$ cat src/rtl/dmem_arbiter.sv
// Round-robin arbiter and access sequencer for the single-port data memory.
// Port 0 is the core load/store path, port 1 the loader/debug path.
module dmem_arbiter #(
    parameter int DATA_WIDTH = 32,
    parameter int ADDR_WIDTH = 8
) (
    input  logic                  clk,
    input  logic                  rst_n,
    input  logic                  Req0,
    input  logic                  We0,
    input  logic [ADDR_WIDTH-1:0] Addr0,
    input  logic [DATA_WIDTH-1:0] WData0,
    input  logic                  Req1,
    input  logic                  We1,
    input  logic [ADDR_WIDTH-1:0] Addr1,
    input  logic [DATA_WIDTH-1:0] WData1,
    output logic                  Gnt0,
    output logic                  Gnt1,
    output logic                  RValid0,
    output logic                  RValid1,
    output logic [DATA_WIDTH-1:0] RData0,
    output logic [DATA_WIDTH-1:0] RData1,
    output logic                  MemWE,
    output logic [ADDR_WIDTH-1:0] MemA,
    output logic [DATA_WIDTH-1:0] MemWD,
    input  logic [DATA_WIDTH-1:0] MemRD
);

    logic                  last;
    logic                  gnt;
    logic                  gnt_src;
    logic                  iss_v;
    logic                  iss_src;
    logic                  iss_we;
    logic [ADDR_WIDTH-1:0] iss_addr;
    logic [DATA_WIDTH-1:0] iss_wdata;

    // On a tie the port that did not win last time is granted.
    always_comb begin
        Gnt0    = rst_n & Req0 & (~Req1 | last);
        Gnt1    = rst_n & Req1 & (~Req0 | ~last);
        gnt     = Gnt0 | Gnt1;
        gnt_src = Gnt1;
    end

    always_ff @(posedge clk or negedge rst_n) begin
        if (!rst_n) begin
            last      <= 1'b1;
            iss_v     <= 1'b0;
            iss_src   <= 1'b0;
            iss_we    <= 1'b0;
            iss_addr  <= '0;
            iss_wdata <= '0;
        end else begin
            iss_v <= gnt;
            if (gnt) begin
                last      <= gnt_src;
                iss_src   <= gnt_src;
                iss_we    <= gnt_src ? We1 : We0;
                iss_addr  <= gnt_src ? Addr1 : Addr0;
                iss_wdata <= gnt_src ? WData1 : WData0;
            end
        end
    end

    assign MemWE = iss_v & iss_we;
    assign MemA  = iss_addr;
    assign MemWD = iss_wdata;

    // Read data is captured per port; the idle port keeps its last value.
    always_ff @(posedge clk or negedge rst_n) begin
        if (!rst_n) begin
            RValid0 <= 1'b0;
            RValid1 <= 1'b0;
            RData0  <= '0;
            RData1  <= '0;
        end else begin
            RValid0 <= iss_v & ~iss_we & ~iss_src;
            RValid1 <= iss_v & ~iss_we & iss_src;
            if (iss_v && !iss_we) begin
                if (iss_src)
                    RData1 <= MemRD;
                else
                    RData0 <= MemRD;
            end
        end
    end

endmodule

$ cat config.mk
export PLATFORM = sky130hd
export DESIGN_NAME = dmem_arbiter
export DESIGN_NICKNAME = d
export VERILOG_FILES = /design/src/rtl/dmem_arbiter.sv
export SDC_FILE = /design/constraint.sdc
export NUM_CORES = 1
export LEC_CHECK = 0
export ABC_AREA = 1
export BUFFER_PORTS_ARGS = -buffer_cell sky130_fd_sc_hd__buf_2
export CORE_UTILIZATION = 42
export DETAILED_ROUTE_END_ITERATION = 8
export PLACE_DENSITY = 0.86
export RECOVER_POWER = 25
export SLEW_MARGIN = 10
export SYNTH_ARGS = -nofsm -noshare
export SYNTH_HDL_FRONTEND = slang
export SYNTH_SLANG_ARGS = --single-unit
export TNS_END_PERCENT = 10
$ cat constraint.sdc
create_clock -name clk -period 1.1 [get_ports clk]
set_input_delay 0.22 -clock clk [delete_from_list [all_inputs] [get_ports clk]]
set_output_delay 0.22 -clock clk [all_outputs]
set_load 0.02 [all_outputs]
; ---- After elaboration in Yosys (flattened, before gate mapping)
; Cells that the tools add are included.
[op_classes]
add_sub_neg = 0
mul = 0
div = 0
n_lt_le_gt_ge = 0
n_eq_ne = 0
shift = 0
mux = 3
bitwise_logic = 16
n_reduce_logical = 4
[op_table]
columns = operator, n
row1 = 32-bit two-way mux, 1
row2 = 1-bit AND, 8
row3 = 8-bit two-way mux, 1
row4 = 1-bit NOT, 5
row5 = 2-bit AND reduction, 2
row6 = 1-bit bitwise OR, 3
row7 = 1-bit logical AND, 1
row8 = 1-bit zero test, 1
row9 = 1-bit two-way mux, 1
[word_totals]
regBits = 110
latchBits = 0
mem_bits_rw = 0
romBits = 0
input_bits = 118
output_inout_bits = 109
wordCells = 33
mem_count = 0

; ---- Longest topological paths before layout
; Gate-level depths: netlist of the first run.
[depth]
word_depth = 4
depth_mapped = 7
depth_no_buf = 6

; ---- Worst setup path before layout of the first run
; OpenSTA, ideal clock, no wires.
[synth_timing]
kind = reg2out
start = register last
end = output Gnt1
arrival_ns = 0.944
t_required_ns = 0.880
setup_slack_ns = -0.064
path_stages_with_launch = 5
n_path_buf = 1
cell_sequence = dfstp_2 > nand2_2 > nand2_4 > buf_4 > inv_1
[synth_between]
elab_chain_len = 3
[synth_rtl]
columns = element, line_no
row1 = start: declaration, 29  ; logic last;
row2 = start signal: assignment, 57  ; last <= gnt_src;
row3 = 1-bit NOT, 41  ; Gnt1 = rst_n & Req1 & (~Req0 | ~last);
row4 = 1-bit bitwise OR, 41
row5 = 1-bit AND, 41
row6 = end: declaration, 18  ; output logic Gnt1,
; Every way passes these cells.

; ---- Final worst setup path of the first run
[layout_timing]
start = register last
end = output Gnt0
[layout_between]
elab_chain_len = 2
[layout_rtl]
columns = element, line_no
row1 = 1-bit bitwise OR, 40  ; Gnt0 = rst_n & Req0 & (~Req1 | last);
row2 = 1-bit AND, 40
row3 = end: declaration, 17  ; output logic Gnt0,
; Every way passes these cells.

==> results of run 1 <==
## metal layers
metal / vias up / part of all wire / global-route usage
met5: - / 0 / 0
met4: 0 / 0.015 / 0.0569
met3: 16 / 0.069 / 0.0432
met2: 248 / 0.49 / 0.369
met1: 2146 / 0.42 / 0.289
li1: 2326 / - / -
## layout by cell type (no fill, tap or decap), drive strengths merged
cell and instances:
dfrtp 109, bufbuf 1, nand3 84, clkdlybuf4s25 1
a21oi 1, dfstp 1, buf 257, inv 127
o21ai 66, clkbuf 11, dlygate4sd3 1, nand2 193
clkinv 2
## path summary, 6_finish.rpt
path / slack [ns] / endpoint / start / cells after the start
worst max-delay path: -0.34 / Gnt0 / last$_DFFE_PN1P_ / 3
max in group asynchronous: 0.06 / MemWD[15]$_DFFE_PN0P_ / rst_n / 4
min in group asynchronous: 0.40 / MemWD[27]$_DFFE_PN0P_ / rst_n / 4
worst min-delay path: 0.12 / RData0[4]$_DFFE_PN0P_ / MemRD[4] / 3
worst min register to register: 0.48 / MemWD[11]$_DFFE_PN0P_ / MemWD[11]$_DFFE_PN0P_ / 2
worst max register to register: -0.30 / MemWD[30]$_DFFE_PN0P_ / last$_DFFE_PN1P_ / 7
## worst max-delay path, delay by kind of cell (launching register included)
| kind | cells | cell delay, ns |
|---|---|---|
| flops | 1 | 0.54 |
| buf+inv | 2 | 0.19 |
| compound gates | 1 | 0.15 |
## power breakdown
group	internal (W)	switching [W]
registers	0.00510	0.000610
clock network	0.00160	0.00156
logic	0.00192	0.00295
## sequential cells by signal, indices dropped and copies added, names as in the netlist
name,count
MemA,8
MemWD,32
RData0,32
RData1,32
RValid0,1
RValid1,1
iss_src,1
iss_v,1
iss_we,1
last,1
## layout make-up
type / count / area, um^2
Tap cell: 143 / 179
Clock inverter: 6 / 62.6
Timing Repair Buffer: 261 / 1830
Multi-Input combinational cell: 344 / 1630
Fill cell: 915 / 4320
Sequential cell: 110 / 2750
Inverter: 123 / 464
Clock buffer: 10 / 229
## cell families (layout without fill, tap and decap cells)
logic type | after synthesis | count (layout) | share of synthesized area
flops | 110 | 110 | 0.555
simple gates | 277 | 277 | 0.234
compound gates | 67 | 67 | 0.0676
buf+inv | 157 | 400 | 0.144
## per-stage QoR
step / worst slack, ns / std cells
3_3_place_gp: -0.0881 / 967
2_1_floorplan: -0.0169 / 611
6_report: -0.339 / 997
5_1_grt: -0.386 / 997
4_1_cts: -0.358 / 997
3_5_place_dp: -0.136 / 967
## timing repair
action                                  in CTS  in global routing
endpoints found under the setup margin     144                320
pin swaps                                    9                  0
endpoints found under the hold margin        1                  1
setup buffers                                8                  0
resized for setup                           59                 51
gates cloned                                 6                  0
hold buffers                                 1                  1
==> qor.csv, run 1 <==
metric;value;unit
outcome;finished, violations left;
violations;setup timing;
worst_slack;-0.339;ns
synth-seq-area-share;0.555;
ir_drop;1470;uV
setup_violations;108;
wire_per_inst;13.4;um
fp.dieW;111;um
synth-seq-cells;110;
syn_to_final_growth;44.2;%
ctsHtreeMaxLevel;3;
yosys-top-cells-count;189 x nand2_1, 121 x inv_1, 109 x dfrtp_1, 84 x nand3_1, 49 x o21ai_0;
crit_chain;inv_1 -> a21oi_2 -> buf_6;
io_pins;227;
cts_tree;yes;
hold_ws;0.119;ns
synth_most_common_cell;nand2_1;
yosysUniqueCellTypes;16;
wl;13300;um
routed_via_density;4.75;
antenna_cells;0;
netlist_area;4960;um^2
cap_violations;0;
hp-class;in2reg;
p_total;0.0137;W
final_design_area_no_fill;7150;um^2
coreArea;11500;um^2
place_congestion;0.796;
fin_skew;0.00924;ns
grt_usage;0.219;
synth_top_area_share;0.550;
fmaxAchievable;0.695;GHz
syn-instance-count;611;
worst_pin_slew;0.830;ns
clk_pin_slew_worst_paths;0.08;ns
io_buffers;226;
rows;39;
pwr_density_cell;1920;nW/um^2
netlist.top_cell.by_area;dfrtp_1;
numCtsBuffers;9;
relSlewSlack;0.447;
worst_ep_arrival_time;1.22;ns
fin_crit_sh;1.31;
detail-route-antenna-nets;0;
clock-sinks;110;
die_height;111;um
async_flop_share;1.00;
worst_setup_path_end_kind;output pin;
drc;0;
yosysWarnings;0;
hold_violations;0;
cp_slowest_cell;dfstp_2;
cp-start-kind;register;
grt_pass1_wl;21700;um
clockRootBuffer;clkbuf_16;
critPathKind;reg2out;
finalNetCount;967;
start_util;0.433;
num_vias;4736;
grt_max_degree;110;
first_global_vias;4440;
hpwl;8760;um
worst_ep_required_time;0.88;ns
clk_path_buf_depth;2;
postSynthAreaPerCell;8.12;um^2
drt_iter0_markers;374;
grt-ovfl-total;0;
max_stage_delay;0.54;ns
dieArea;12300;um^2
slew_viol_final;0;
antenna_found_initial;0;
rsz0062_at_grt;true;
fin_tns_setup;-11.06;ns
placed_cell_area;6330;um^2
fin_crit;1.44;ns
ys_top_cells_by_area;dfrtp_1 55%, nand2_1 14%, inv_1 9.2%;
drive_gt1_frac;0.368;
ys.flop_type;dfrtp_1;
clk_latency;0.34;ns
leakage;4.26;nW
critPathMaxFanout;2;
synth_edf_count;0;
fin_util;0.624;
syn_nets;729;
first_pass_iters;6;
Power figures use the tool's default switching activity.
==> inputs of run 2 (changes only) <==
--- a/config.mk
+++ b/config.mk
@@ -7,9 +7,10 @@
 export LEC_CHECK = 0
 export ABC_AREA = 1
 export BUFFER_PORTS_ARGS = -buffer_cell sky130_fd_sc_hd__buf_2
-export CORE_UTILIZATION = 42
+export CORE_UTILIZATION = 43
+export CTS_BUF_LIST = sky130_fd_sc_hd__clkbuf_4 sky130_fd_sc_hd__clkbuf_8 sky130_fd_sc_hd__clkbuf_16
 export DETAILED_ROUTE_END_ITERATION = 8
-export PLACE_DENSITY = 0.86
+export PLACE_DENSITY = 0.84
 export RECOVER_POWER = 25
 export SLEW_MARGIN = 10
 export SYNTH_ARGS = -nofsm -noshare
==> constraint.sdc (replaced) <==
create_clock -name clk -period 1.75 [get_ports clk]
set_input_delay 0.35 -clock clk [delete_from_list [all_inputs] [get_ports clk]]
set_output_delay 0.35 -clock clk [all_outputs]
set_load 0.02 [all_outputs]
==> run 2 against run 1 <==
Effect of this change:
- the run now ends clean
- register-to-register slack improved by 0.54 ns
- non-clock buffer count fell by 23
- clock power fell by 30%
- die area fell by 2.3%
- sequential cell count did not move
- worst hold slack improved by 0.15 ns
- sequential share of layout area rose by 3.8 points
- critical endpoint is now Gnt1
- highest routed layer unchanged
==> qor.csv, run 2 (synthesized netlist as in run 1, its figures left out) <==
metric;value;unit;change
routed_via_density;4.69;;-1.2%
fp.dieW;109;um;-1.1%
io_pins;227;;unchanged
clk_path_buf_depth;2;;unchanged
numCtsBuffers;9;;unchanged
antenna_cells;0;;unchanged
worstHoldStart;MemRD[4];;
grt-ovfl-total;0;;unchanged
detail-route-antenna-nets;0;;unchanged
fin_crit;1.66;ns;
placed_cell_area;6160;um^2;-2.7%
drive_gt1_frac;0.314;;-0.0536
drc;0;;unchanged
reg2reg_to;MemWD[8]$_DFFE_PN0P_;;
reg2reg_depth;7;;unchanged
cp_slowest_cell;dfstp_2;;
dieArea;12000;um^2;-2.3%
io_buffers;226;;unchanged
fin_tns_setup;0;ns;+11.06 ns
wire_per_inst;12.9;um;-3.2%
power_frac_clock;0.262;;+0.031
cp-start-kind;register;;
combPwrFrac;0.318;;-0.036
num_vias;4555;;-3.8%
worst_slack;0.0930;ns;+0.432 ns
reg2reg_from;last$_DFFE_PN1P_;;
cts_tree;yes;;
rsz0062_at_grt;false;;
hold_violations;0;;unchanged
holdBufCountCts;0;;-1
critPathMaxFanout;10;;+8
p_switching;0.00305;W;-41%
final_design_area_no_fill;6510;um^2;-9.0%
max_stage_delay;0.56;ns;+0.02 ns
post-place-ws;0.244;ns;+0.380 ns
switching_share;0.360;;-0.0129
pwr_density_cell;1300;nW/um^2;-32%
worst_setup_path_end_kind;output pin;;
regToRegSetupSlack;0.24;ns;+0.54 ns
drt_iter0_markers;301;;-20%
syn_to_final_growth;31.2;%;
worst_ep_required_time;1.40;ns;+0.52 ns
wl;12500;um;-5.8%
holdPathEnd;RData0[4]$_DFFE_PN0P_;;
clk_pin_slew_worst_paths;0.07;ns;about the same
final_cell_mix;225 x buf_2, 189 x nand2_1, 121 x inv_1, 109 x dfrtp_1, 82 x nand3_1;;
fin_crit_sh;0.947;;
final_common_cell;buf_2;;
slew_viol_final;0;;unchanged
critPathKind;reg2out;;
clockRootBuffer;clkbuf_16;;
coreArea;11000;um^2;-3.8%
min_path_cells;3;;unchanged
place_congestion;0.787;;-1.2%
grt_pass1_wl;19400;um;-10%
cap_violations;0;;unchanged
outcome;finished, final reports clean;;
antenna_found_initial;0;;unchanged
p_seq_frac;0.420;;+0.004
fin_skew;0.00700;ns;-0.00224 ns
clk_latency;0.34;ns;about the same
die_height;109;um;-1.1%
ir_drop;816;uV;-45%
hpwl;9180;um;+4.9%
grt_max_degree;100;;-9.1%
hp-class;in2reg;;
worst_pin_slew;0.621;ns;-0.210 ns
intPower;0.00543;W;-37%
first_pass_iters;5;;-1
setup_violations;0;;-100%
worst_ep_arrival_time;1.31;ns;+0.09 ns
fmaxAchievable;0.603;GHz;
relSlewSlack;0.586;;+0.140
start_util;0.450;;+0.0171
clock-sinks;110;;unchanged
crit_chain;nand2_4 -> nand2_8 -> inv_1 -> buf_2;;
grt_usage;0.211;;-0.00813
finalNetCount;944;;-2.4%
rows;38;;-2.6%
ctsHtreeMaxLevel;3;;unchanged
leakage;3.99;nW;-6.3%
first_global_vias;4171;;-6.1%
run 2: changes by cell type in the layout (fill, tap and decap cells not counted), sizes merged:
| cell | change |
|---|---|
| clkinv | -1 |
| bufinv | +2 |
| dlygate4sd3 | -1 |
| clkbuf | +1 |
| buf | -21 |
| inv | -3 |
| clkdlybuf4s25 | -1 |
| bufbuf | -1 |
| clkinvlp | +2 |
run 2: worst max path at each step:
stage / start / to / slack, ns / cells after the start
after floorplan: last$_DFFE_PN1P_ / Gnt1 / 0.46 / 4
after global placement: rst_n / Gnt1 / 0.28 / 6
after detailed placement: rst_n / Gnt1 / 0.24 / 6
after CTS: last$_DFFE_PN1P_ / Gnt1 / 0.01 / 4
after global routing: last$_DFFE_PN1P_ / Gnt0 / 0.02 / 3
final: last$_DFFE_PN1P_ / Gnt1 / 0.09 / 4
run 2: critical path: cells and delay by family (launching register included):
kind,cells,cell delay (ns)
DFF,1,0.56
buffers and inverters,2,0.21
and+or+nand+nor,2,0.19
run 2: per-stage QoR:
step	power, W	util	hold slack, ns	std cells
after floorplan	0.00523	-	0.0544	611
after global placement	0.00623	0.559	0.368	954
after detailed placement	0.00632	0.559	0.373	954
after CTS	0.00856	0.590	0.000808	971
after global routing	0.00901	0.590	0.270	971
final	0.00847	0.590	0.266	971
run 2: final cells by class:
cell class / count / area (um^2)
fill: 964 / 4520
sequential: 110 / 2750
multi-input combinational: 344 / 1520
timing repair buffer: 238 / 1270
inverter: 123 / 464
clock buffer: 10 / 239
tap: 140 / 175
clock inverter: 6 / 92.6
run 2: power groups by stage:
| stage | registers (W) | clock network (W) | logic, W |
|---|---|---|---|
| 6_report | 0.00356 | 0.00222 | 0.00269 |
| 5_1_grt | 0.00365 | 0.00237 | 0.00299 |
| 4_1_cts | 0.00356 | 0.00227 | 0.00273 |
| 3_5_place_dp | 0.00360 | 0 | 0.00272 |
| 3_3_place_gp | 0.00357 | 0 | 0.00266 |
| 2_1_floorplan | 0.00442 | 0 | 0.000806 |
run 2: repair_timing:
item,4_1_cts,5_1_grt
pin swaps,1,0
endpoints found under the setup margin,1,1
cloned,0,0
gates resized for setup,1,1
buffers inserted,1,0
run 2: layer usage:
layer / share of wire / GRT usage / up-vias
li1: - / - / 2280
met1: 0.42 / 0.257 / 2059
met2: 0.48 / 0.366 / 200
met3: 0.086 / 0.0474 / 16
met4: 0.014 / 0.0733 / 0
met5: 0 / 0 / -
